**src/rtl/llr_frame_pkg.sv**
```systemverilog
// Shared types and helpers for the LLR frame assembler: issue FSM state
// encoding, ping-pong bank index type and the symbol counter width.
package llr_frame_pkg;

    // Issue FSM: wait for a full bank, present it for one cycle, then hold
    // the bank until the decoder reports completion.
    typedef enum logic [1:0] {
        IDLE  = 2'd0,
        ISSUE = 2'd1,
        BUSY  = 2'd2
    } issue_state_t;

    // Index into the two-bank ping-pong buffer.
    typedef logic bank_t;

    // Width of the symbol counter that walks 0..symbols-1.
    function automatic int sym_cnt_width(input int symbols);
        return (symbols > 1) ? $clog2(symbols) : 1;
    endfunction

endpackage

```
**src/rtl/llr_frame_assembler_clip.sv**
```systemverilog
// llr_clip: saturates one IEEE-float LLR to a fixed magnitude while keeping
// its sign. The compare is done on the raw magnitude bits, so NaNs (whose
// magnitude pattern exceeds any finite value) are clipped like large values.
module llr_clip #(
    parameter int              BITS     = 32,
    parameter logic [BITS-1:0] CLIP_MAG = 32'h4100_0000
) (
    input  logic [BITS-1:0] llr,
    output logic [BITS-1:0] clipped
);

    // Replace an over-range magnitude by CLIP_MAG, sign bit untouched.
    always_comb begin
        clipped = llr;
        if (llr[BITS-2:0] > CLIP_MAG[BITS-2:0]) begin
            clipped = {llr[BITS-1], CLIP_MAG[BITS-2:0]};
        end else begin
            clipped = llr;
        end
    end

endmodule

```
**src/rtl/llr_frame_assembler.sv**
```systemverilog
// llr_frame_assembler: collects SYMBOLS symbols of BITS_PER_SYMBOL LLRs into
// a two-bank ping-pong buffer and hands each complete frame to the decoder
// as a one-cycle out_valid / LLRVector transfer. A bank stays occupied until
// the decoder raises dec_done, so at most two complete frames are buffered.
//
// Optional feature: define LLR_FRAME_CLIP_EN to saturate every accepted LLR
// to +/-CLIP_MAG on the write path (no added latency). Without the macro the
// LLR bit patterns are stored and issued unchanged.
module llr_frame_assembler
    import llr_frame_pkg::*;
#(
    parameter int              BITS            = 32,
    parameter int              BITS_PER_SYMBOL = 2,
    parameter int              SYMBOLS         = 5,
    parameter logic [BITS-1:0] CLIP_MAG        = 32'h4100_0000
) (
    input  logic                                          clk,
    input  logic                                          rst,
    input  logic                                          s_valid,
    output logic                                          s_ready,
    input  logic [BITS_PER_SYMBOL-1:0][BITS-1:0]          s_llr,
    input  logic                                          s_last,
    input  logic                                          dec_done,
    output logic                                          out_valid,
    output logic [BITS_PER_SYMBOL-1:0][SYMBOLS-1:0][BITS-1:0] LLRVector,
    output logic                                          frame_err
);

    localparam int            CW       = sym_cnt_width(SYMBOLS);
    localparam logic [CW-1:0] LAST_IDX = CW'(SYMBOLS - 1);

    typedef logic [BITS_PER_SYMBOL-1:0][SYMBOLS-1:0][BITS-1:0] frame_t;

    // Buffer state
    frame_t        bank_mem_r [2];
    logic [1:0]    bank_full_r;
    bank_t         wr_bank_r;
    bank_t         rd_bank_r;
    logic [CW-1:0] sym_cnt_r;

    // Issue FSM
    issue_state_t  state_r;
    issue_state_t  state_next_s;
    logic          issue_s;

    // Write-path decode
    logic [BITS_PER_SYMBOL-1:0][BITS-1:0] wr_data_s;
    logic          accept_s;
    logic          last_sym_s;
    logic          complete_s;
    logic          short_s;
    logic          release_s;

    // ------------------------------------------------------------------
    // Write data path: optional per-LLR saturation
    // ------------------------------------------------------------------
    genvar gb;
    generate
        for (gb = 0; gb < BITS_PER_SYMBOL; gb++) begin : g_wr
`ifdef LLR_FRAME_CLIP_EN
            llr_clip #(
                .BITS     (BITS),
                .CLIP_MAG (CLIP_MAG)
            ) u_clip (
                .llr     (s_llr[gb]),
                .clipped (wr_data_s[gb])
            );
`else
            assign wr_data_s[gb] = s_llr[gb];
`endif
        end
    endgenerate

`ifndef LLR_FRAME_CLIP_EN
    // CLIP_MAG only matters when saturation is compiled in.
    logic unused_clip_mag_s;
    assign unused_clip_mag_s = ^CLIP_MAG;
`endif

    // ------------------------------------------------------------------
    // Handshake and framing decode
    // ------------------------------------------------------------------
    // The write bank is free exactly when it is not holding a full frame.
    assign s_ready    = ~bank_full_r[wr_bank_r];
    assign accept_s   = s_valid & s_ready;
    assign last_sym_s = (sym_cnt_r == LAST_IDX);
    // Full-length frame: always kept, even if s_last was missing.
    assign complete_s = accept_s & last_sym_s;
    // Early s_last: the partial frame is dropped.
    assign short_s    = accept_s & s_last & ~last_sym_s;
    // Decoder finished the issued bank; only honoured while waiting for it.
    assign release_s  = (state_r == BUSY) & dec_done;

    // Symbol counter, write-bank pointer and registered framing error.
    always_ff @(posedge clk or posedge rst) begin
        if (rst) begin
            sym_cnt_r <= '0;
            wr_bank_r <= 1'b0;
            frame_err <= 1'b0;
        end else begin
            frame_err <= (complete_s & ~s_last) | short_s;
            if (complete_s) begin
                sym_cnt_r <= '0;
                wr_bank_r <= ~wr_bank_r;
            end else if (short_s) begin
                sym_cnt_r <= '0;
            end else if (accept_s) begin
                sym_cnt_r <= sym_cnt_r + CW'(1);
            end
        end
    end

    // Bank storage: each accepted symbol lands in its slot of the write bank.
    always_ff @(posedge clk or posedge rst) begin
        if (rst) begin
            bank_mem_r[0] <= '0;
            bank_mem_r[1] <= '0;
        end else if (accept_s) begin
            for (int s = 0; s < SYMBOLS; s++) begin
                if (sym_cnt_r == CW'(s)) begin
                    for (int b = 0; b < BITS_PER_SYMBOL; b++) begin
                        bank_mem_r[wr_bank_r][b][s] <= wr_data_s[b];
                    end
                end
            end
        end
    end

    // Bank occupancy: set on frame completion, cleared on decoder release.
    // The two events always target different banks, so both may land at once.
    always_ff @(posedge clk or posedge rst) begin
        if (rst) begin
            bank_full_r <= 2'b00;
        end else begin
            for (int k = 0; k < 2; k++) begin
                if (complete_s && (wr_bank_r == 1'(k))) begin
                    bank_full_r[k] <= 1'b1;
                end else if (release_s && (rd_bank_r == 1'(k))) begin
                    bank_full_r[k] <= 1'b0;
                end
            end
        end
    end

    // Read-bank pointer advances when the decoder releases the current bank.
    always_ff @(posedge clk or posedge rst) begin
        if (rst) begin
            rd_bank_r <= 1'b0;
        end else if (release_s) begin
            rd_bank_r <= ~rd_bank_r;
        end
    end

    // ------------------------------------------------------------------
    // Issue FSM
    // ------------------------------------------------------------------
    // FSM state register.
    always_ff @(posedge clk or posedge rst) begin
        if (rst) begin
            state_r <= IDLE;
        end else begin
            state_r <= state_next_s;
        end
    end

    // FSM next-state logic; dec_done outside BUSY has no effect.
    always_comb begin
        state_next_s = state_r;
        case (state_r)
            IDLE: begin
                if (bank_full_r[rd_bank_r]) begin
                    state_next_s = ISSUE;
                end else begin
                    state_next_s = IDLE;
                end
            end
            ISSUE: begin
                state_next_s = BUSY;
            end
            BUSY: begin
                if (dec_done) begin
                    state_next_s = IDLE;
                end else begin
                    state_next_s = BUSY;
                end
            end
            default: begin
                state_next_s = IDLE;
            end
        endcase
    end

    // FSM output decode, taken from the next state so that the registered
    // outputs below are high exactly while the state register reads ISSUE.
    always_comb begin
        issue_s = 1'b0;
        case (state_next_s)
            ISSUE:   issue_s = 1'b1;
            default: issue_s = 1'b0;
        endcase
    end

    // Registered decoder interface: frame visible only in the ISSUE cycle.
    always_ff @(posedge clk or posedge rst) begin
        if (rst) begin
            out_valid <= 1'b0;
            LLRVector <= '0;
        end else begin
            out_valid <= issue_s;
            if (issue_s) begin
                LLRVector <= bank_mem_r[rd_bank_r];
            end else begin
                LLRVector <= '0;
            end
        end
    end

endmodule

```
**config.mk**
```make
export PLATFORM = sky130hd
export DESIGN_NAME = llr_frame_assembler
export DESIGN_NICKNAME = d
export VERILOG_FILES = /design/src/rtl/llr_frame_pkg.sv /design/src/rtl/llr_frame_assembler_clip.sv /design/src/rtl/llr_frame_assembler.sv
export SDC_FILE = /design/constraint.sdc
export NUM_CORES = 2
export LEC_CHECK = 0
export ABC_AREA = 1
export BUFFER_PORTS_ARGS = -buffer_cell sky130_fd_sc_hd__clkbuf_2
export CAP_MARGIN = 20
export CELL_PAD_IN_SITES_DETAIL_PLACEMENT = 2
export CELL_PAD_IN_SITES_GLOBAL_PLACEMENT = 2
export CORE_UTILIZATION = 39
export DETAILED_ROUTE_END_ITERATION = 12
export PLACE_DENSITY = 0.89
export SETUP_SLACK_MARGIN = 0.1
export SLEW_MARGIN = 40
export SYNTH_ARGS = -nofsm -noshare
export SYNTH_HDL_FRONTEND = slang
export SYNTH_SLANG_ARGS = --single-unit
```
**constraint.sdc**
```tcl
create_clock -name clk -period 54 [get_ports clk]
set_input_delay 5.4 -clock clk [delete_from_list [all_inputs] [get_ports clk]]
set_output_delay 5.4 -clock clk [all_outputs]
set_load 0.05 [all_outputs]
```
==> reports/metrics.yaml <==
status: "finished with violations"
violations: "DRC"
cts_buffers: 108
setup_viol: 0
insertion_delay_ns: 0.71
cts_tree: "done"
tightest_slew_ns: 0.947
r2r-end: "LLRVector[298]"
post-route-min-period_ns: 7.87
skew_ns: 0.0383
route.layer.met1.wl_um: 65800
critPathLaunchType: "register"
min_period_over_period_pct: 14.6
tns_ns: 0
cap_violations: 0
dp_hpwl_um: 91600
wl_met2_um: 87800
synth_top_flop_cell: "dfrtp_1"
r2r.worst_path.cells: 6
cts_setup_buffers: 0
start_util_pct: 39.6
hold_violations: 0
drc_errors: 22
required_ns: 48.60
async_flop_share_pct: 100
crit_path_max_incr_delay_ns: 0.70
path_clk_slew_ns: 0.07
yosys_warnings: 0
wl_per_cell_um: 29.3
min_path_type: "register to register"
leakage_nw: 23.5
grt_pass1_vias: 38800
cts_sinks: 971
viasPerCell: 5.72
grt-ovfl-total: 0
crit_path_end: "s_ready"
timing.rr.start: "rd_bank_r"
startpoint: "wr_bank_r"
cts-root-buf: "clkbuf_16"
h-tree-depth: 3
grt_max_degree: 126
cp_cell_sequence: "inv_2 -> nand2_1 -> nand2_8 -> clkbuf_2"
die_h_um: 316
routed.top_layer: "met4"
post_cts_resized: 0
yosysSeqAreaShare_pct: 63.3
drive_above_1_share_pct: 14.3
fp.dieArea_sq_mm: 0.0996
worst-setup-path-type: "register to primary output"
max-slew-margin-rel_pct: 36.9
synth_cells: 4284
syn_avg_cell_area_sq_um: 8.95
dp.cells: 5658
nNetsFinal: 4568
cts.path.max_buffers: 3
ys_types: 27
critPathArrivalTime_ns: 2.47
max-vdd-ir-drop_v: 0.0000405
crit_family: "flip-flops"
synth_area_leaders: "dfrtp_1 (63%), nand2_1 (23%), a21oi_1 (4.2%)"
worstPathMaxFanout: 36
syn_to_final_growth_pct: 16.4
yosysTopAreaCell: "dfrtp_1"
wl_um: 172000
report.final.slew_viol_count: 0
crit_slowest_cell: "dfrtp_1"
rsz0062_at_grt: "no"
ys_seq_elements: 971
track_usage_pct: 34.5
core_sq_mm: 0.0970
gp_congestion: 0.770
cp_num_buf_inv: 2
final_cells: 5861
vias: 33500
synth_common_cells: "nand2_1 (2387), dfrtp_1 (971), a21oi_1 (321)"
die_w_um: 316
io_buffer_count: 391
netlist_area_sq_mm: 0.0384
rows: 114
drt_iter0_drc: 2687
drtAntennaViolNets: 0
synth.most_common_cell: "nand2_1"
max_freq_mhz: 127
pwr_density_cell_mw_per_mm2: 71.4
synth_edf_count: 0
synth_nets: 4358
ios: 392
cp-end-kind: "primary output"
routed-wl-met3_um: 8540
grt_pass1_wl_um: 256000
drt_pass1_iterations: 11
antenna_found_initial: 2
synth_top_area_share_pct: 63.3
ctsHoldBuffers: 0
worst-path-stages: 4
ff2ff_setup_slack_ns: 49.39
==> final cells by class <==
class,instances,area [sq um]
Clock buffer,150,3160
Fill cell,10300,52300
Tap cell,1276,1600
Timing Repair Buffer,443,2520
Clock inverter,50,682
Sequential cell,971,24300
Multi-Input combinational cell,2953,12300
Inverter,17,83.8
Antenna cell,1,2.50
==> kinds of logic (layout without fill, tap and decap cells) <==
family | after synthesis | in the layout | share of synthesized area [%]
adder cells (fa/ha/maj) | 5 | 5 | 0.163
AO/OA/AOI/OAI | 327 | 327 | 4.29
XOR/XNOR | 1 | 1 | 0.0228
AND/OR/NAND/NOR | 2620 | 2620 | 27.4
other | 0 | 1 | 0
flip-flops | 971 | 971 | 63.3
buffers and inverters | 360 | 660 | 4.78
==> cell usage in the layout, fill, tap and decap left out, types with 2 or more instances in the layout <==
cell,instances
nor2_8,2
clkbuf_2,390
clkbuf_16,112
clkinv_2,24
dfrtp_1,970
clkbuf_8,22
nand3_1,6
clkinv_8,3
nor2_4,8
nor2_1,9
a21oi_1,321
buf_4,24
inv_1,14
ha_1,5
nand2_1,2386
buf_16,3
buf_6,23
o21ai_0,2
nand4_1,192
clkinv_4,2
o21a_1,3
clkbuf_1,17
clkinvlp_4,6
nand3_4,11
bufinv_16,15
==> per-stage QoR <==
stage / util [%] / hold WS [ns] / instance area [sq um] / worst slack (ns) / power, mW
global route: 46.1 / 0.493 / 44700 / 45.90 / 3.31
detailed placement: 42.0 / 0.459 / 40700 / 44.82 / 2.29
CTS: 46.0 / 0.477 / 44600 / 45.50 / 3.19
floorplan: - / 0.423 / 38400 / 21.29 / 1.93
finish: 46.1 / 0.470 / 44700 / 46.13 / 3.19
global placement: 41.9 / 0.437 / 40600 / 44.42 / 2.20
==> flip-flops by register name (all words and copies together) (netlist names) <==
signal       cells
bank_mem_r     640
LLRVector      320
sym_cnt_r        3
bank_full_r      2
state_r          2
frame_err        1
out_valid        1
rd_bank_r        1
wr_bank_r        1
==> layer usage <==
metal | vias to the layer above | GRT usage [%]
li1 | 13800 | -
met2 | 1286 | 60.1
met4 | 0 | 18.9
met5 | - | 0
met3 | 463 | 4.91
met1 | 17900 | 41.3
==> worst min-delay path, stage by stage (launching register included) <==
cell and delay (ns):
dfrtp_1 0.34, nand2_1 0.05, nand2_1 0.05
==> power breakdown <==
part | leakage [nW] | total (mW) | switching, mW | internal, mW
logic | 8.97 | 1.12 | 0.885 | 0.236
clock network | 1.89 | 0.816 | 0.336 | 0.480
registers | 12.6 | 1.25 | 0.227 | 1.03
total | 23.5 | 3.19 | 1.45 | 1.74
==> worst min-delay path by stage <==
stage                               start         endpoint  slack [ns]  cells past startpoint
final                     bank_mem_r[288]  bank_mem_r[288]        0.47                      2
after global routing      bank_mem_r[530]  bank_mem_r[530]        0.49                      2
after CTS                 bank_mem_r[288]  bank_mem_r[288]        0.48                      2
after detailed placement  bank_mem_r[167]  bank_mem_r[167]        0.46                      2
after global placement         state_r[0]       state_r[1]        0.44                      1
after floorplan                state_r[0]       state_r[1]        0.42                      1
No activity file was read; power rests on OpenSTA's default activity.
